--- src/rtl/serial_pattern_feeder.sv ---
// Word-to-bit feeder for the serial sequence detectors: a small circular FIFO
// followed by a shift-register serializer that streams words back-to-back onto x.
module serial_pattern_feeder #(
   parameter int   WIDTH     = 8,
   parameter int   DEPTH     = 4,
   parameter int   MSB_FIRST = 1,
   parameter logic IDLE_BIT  = 1'b0
) (
   input  logic                     clk,
   input  logic                     reset,
   input  logic [WIDTH-1:0]         din,
   input  logic                     din_valid,
   output logic                     din_ready,
   output logic                     x,
   output logic                     x_active,
   output logic                     word_done,
   output logic [$clog2(DEPTH):0]   level,
   output logic [0:0]               fsm_state
);

   // Handshake: a word transfers on a rising edge where din_valid && din_ready;
   // din_ready depends only on level, never on din_valid or on a same-edge pop.

   localparam int AW = $clog2(DEPTH);
   localparam int LW = AW + 1;
   localparam int CW = $clog2(WIDTH);

   localparam logic [0:0]    IDLE  = 1'b0;
   localparam logic [0:0]    SHIFT = 1'b1;
   localparam logic [LW-1:0] FULL  = LW'(DEPTH);

   logic [WIDTH-1:0] mem [DEPTH];
   logic [AW-1:0]    wr_ptr;
   logic [AW-1:0]    rd_ptr;
   logic [0:0]       state;
   logic [WIDTH-1:0] shreg;
   logic [CW-1:0]    cnt;

   logic             push;
   logic             load;
   logic [WIDTH-1:0] head;
   logic             first_bit;
   logic [WIDTH-1:0] load_sh;
   logic             next_bit;
   logic [WIDTH-1:0] shifted;

   assign fsm_state = state;

   always_comb begin
      din_ready = (level < FULL);
      push      = din_valid && din_ready;
      // A load both pops the FIFO and puts the new word's first bit on x.
      load      = (level != '0) && ((state == IDLE) || (cnt == '0));
      head      = mem[rd_ptr];
      if (MSB_FIRST != 0) begin
         first_bit = head[WIDTH-1];
         load_sh   = head << 1;
         next_bit  = shreg[WIDTH-1];
         shifted   = shreg << 1;
      end else begin
         first_bit = head[0];
         load_sh   = head >> 1;
         next_bit  = shreg[0];
         shifted   = shreg >> 1;
      end
   end

   always_ff @(posedge clk) begin
      if (push) begin
         mem[wr_ptr] <= din;
      end
   end

   always_ff @(posedge clk or posedge reset) begin
      if (reset) begin
         wr_ptr <= '0;
         rd_ptr <= '0;
         level  <= '0;
      end else begin
         if (push) begin
            wr_ptr <= wr_ptr + AW'(1);
         end
         if (load) begin
            rd_ptr <= rd_ptr + AW'(1);
         end
         case ({push, load})
            2'b10:   level <= level + LW'(1);
            2'b01:   level <= level - LW'(1);
            default: level <= level;
         endcase
      end
   end

   always_ff @(posedge clk or posedge reset) begin
      if (reset) begin
         state     <= IDLE;
         x         <= IDLE_BIT;
         x_active  <= 1'b0;
         word_done <= 1'b0;
         shreg     <= '0;
         cnt       <= '0;
      end else if (load) begin
         state     <= SHIFT;
         x         <= first_bit;
         x_active  <= 1'b1;
         word_done <= 1'b0;
         shreg     <= load_sh;
         cnt       <= CW'(WIDTH - 1);
      end else if ((state == SHIFT) && (cnt != '0)) begin
         x         <= next_bit;
         x_active  <= 1'b1;
         word_done <= (cnt == CW'(1));
         shreg     <= shifted;
         cnt       <= cnt - CW'(1);
      end else begin
         state     <= IDLE;
         x         <= IDLE_BIT;
         x_active  <= 1'b0;
         word_done <= 1'b0;
      end
   end

endmodule

--- config.mk ---
export PLATFORM = sky130hd
export DESIGN_NAME = serial_pattern_feeder
export DESIGN_NICKNAME = d
export VERILOG_FILES = /design/src/rtl/serial_pattern_feeder.sv
export SDC_FILE = /design/constraint.sdc
export NUM_CORES = 1
export LEC_CHECK = 0
export CORE_ASPECT_RATIO = 1.2
export CORE_MARGIN = 4
export CORE_UTILIZATION = 56
export DETAILED_ROUTE_END_ITERATION = 16
export PLACE_DENSITY_LB_ADDON = 0.2
export SLEW_MARGIN = 20
export SYNTH_ARGS = -nofsm -noshare
export SYNTH_HDL_FRONTEND = slang
export SYNTH_SLANG_ARGS = --single-unit
--- constraint.sdc ---
create_clock -name clk -period 2.45 [get_ports clk]
set_input_delay 0.49 -clock clk [delete_from_list [all_inputs] [get_ports clk]]
set_output_delay 0.49 -clock clk [all_outputs]
set_load 0.05 [all_outputs]
==> reports/results.txt <==
Final max-slew violation count - 0
DR WL/cell - 16.5 um
Critical path depth in cells - 11
H-Tree Depth - 2
Initial antenna violation count - 0
Critical Path End - level[2]
Hold_buf cts - 0
Crit Path Max Fanout - 5
Worst min path class - flip-flop to flip-flop
EDFF count, synth - 32
Hold path cells - 1
Shortest period the worst path allows - 2110 ps
Global route total overflow - 0
CP bufs+invs - 2
CTS sink cnt - 53
VDD IR max - 0.666 mV
Count of maximum capacitance violations - 0
Startpoint types - flip-flop
Worst EP required - 2670 ps
Top_reg_cell synth - edfxtp_1
Top cells by count, synth - edfxtp_1, dfrtp_1, inv_1, and2_1, ha_1
Core ar. - 3660 um2
Ys async rst share - 0.396
Mapped Area - 2160 um2
Sequential share of the synthesized area - 0.689
Reg-to-Reg End - level[2]
Vias per cell - 5.28
Cell Chain, Critical Path - inv_1 > ha_1 > ha_1 > nor2b_2 > nor2_2 > ha_1 > inv_1 > fa_1 > xor2_1 > nor2_1 > xnor2_1
Cells after synthesis - 126
Routed vias - 1066
CTS tree - done
GPL Wtd Cong - 0.693
Final Cell Area - 2480 um2
Placed cell area - 2400 um2
Final setup viols - 0
RSZ-0062 raised after global routing - no
Seq cells post-synth - 53
Critical path class - flip-flop to flip-flop
Max Fclk - 0.474 GHz
Crit share post-route - 0.862
Pleak - 0.973 nW
Mapped Nets - 146
CTS root buffer - clkbuf_8
Synth Area per Inst - 17.1 um2
Number of port buffers - 18
Setup Skew - 6.41 ps
Fraction of layout cells with a size suffix above 1 - 0.113
Drt total wl - 3320 um
Area leader, netlist - edfxtp_1
I/O pin count - 19
Post-route setup TNS - 0 ps
Rel. slew slack - 0.487
CTS resizes - 0
1st-iter DRT viols - 25
Initial Util - 0.589
N_diodes - 0
Synth warn - 0
FP Rows - 24
Clk slew on worst S/H paths - 90 ps
Crit path max-delay cell type - dfrtp_1
CP arrival - 2330 ps
CTS buffer count - 5
Number of global-route vias before repair - 1190
Hold_ws - 506 ps
Synth top area share - 0.445
CP Capture Type - flip-flop
CP peak stage delay - 390 ps
R2r worst-path depth - 11
Die width - 64.7 um
Area delta synth->final - 15.0%
Clock Latency Late Sink - 290 ps
Final net count - 169
Number of nets with antenna violations after routing - 0
Distinct cells, synth - 27
CP top delay family - adder cells
Final cell count without fillers - 202
Worst Tran Pin Value - 769 ps
PwrDens - 1120 nW/um2
Drt first pass iters - 3
Largest net degree at the start of global routing - 22
Crit path from - cnt[0]
Most frequent CP cell - ha_1
Status - complete, no violations
Detailed Place HPWL - 2460 um
Full die area - 4920 um2
R2R Setup Slk - 340 ps
Global-route wire length before repair - 5790 um
Final Hold Vio Count - 0
Clock tree buffer depth - 2
# DRC - 0
Overall routing resource usage - 0.160
Most common cell in the netlist - edfxtp_1
Die height - 76.0 um
Placed cell count - 194
Synth top area cells - edfxtp_1, dfrtp_1, mux4_2
FF-to-FF Start - cnt[0]
Setup Buffers After CTS - 0
-- sequential cells by signal (all words and copies together) (netlist names) --
name / flops
mem: 32
wr_ptr: 2
x_active: 1
x: 1
cnt: 3
word_done: 1
level: 3
rd_ptr: 2
shreg: 7
fsm_state: 1
-- stage by stage --
step,util,setup slack [ps],total power (W)
detailed placement,0.655,249,0.00238
CTS,0.678,284,0.00284
global placement,0.655,353,0.00230
finish,0.678,339,0.00279
global route,0.678,154,0.00298
floorplan,-,259,0.00207
-- placed cells by master, fill, tap and decap left out, types with 2 or more instances in the layout --
cell / n
ha_1: 8
clkbuf_8: 5
inv_1: 13
mux2i_1: 2
clkdlybuf4s50_1: 18
edfxtp_1: 32
xnor2_1: 3
mux4_2: 6
a22o_1: 2
clkbuf_1: 2
dfrtp_1: 21
and2_1: 10
xor2_1: 3
buf_4: 3
a221o_1: 6
a22oi_1: 2
mux4_1: 2
-- worst min path at each step --
stage	slack [ps]	end	from
after floorplan	460	shreg[1]	shreg[1]
after global placement	480	shreg[1]	shreg[1]
after detailed placement	490	shreg[1]	shreg[1]
after CTS	510	shreg[1]	shreg[1]
after global routing	540	shreg[1]	shreg[1]
final	510	shreg[1]	shreg[1]
-- cell families after synthesis --
group / after synthesis / share of synthesized area
and+or+nand+nor: 19 / 0.0545
muxes: 10 / 0.0962
DFF: 53 / 0.689
buffers and inverters: 18 / 0.0354
AOI/OAI and AO/OA: 11 / 0.0452
xor gates and xnor gates: 6 / 0.0244
adders and majority gates: 9 / 0.0557
-- final cells by class --
type                            count  area [um2]
Sequential cell                    53        1490
Fill cell                         267        1180
Multi-Input combinational cell     55         596
Timing Repair Buffer               21         203
Clock buffer                        7        76.3
Tap cell                           52        65.1
Inverter                           13        48.8
Clock inverter                      1        7.51
-- metal layers --
metal / vias up / GRT usage / share of wire
li1: 503 / - / -
met1: 541 / 0.194 / 0.41
met2: 16 / 0.273 / 0.55
met3: 6 / 0.0413 / 0.031
met4: 0 / 0.0571 / 0.016
met5: - / 0 / 0
-- power breakdown --
group | total (W) | internal [W] | switching, W
Combinational | 0.000999 | 0.000468 | 0.000531
Sequential | 0.00134 | 0.00117 | 0.000164
Clock | 0.000456 | 0.000202 | 0.000254
(Power assumes the default switching activity.)
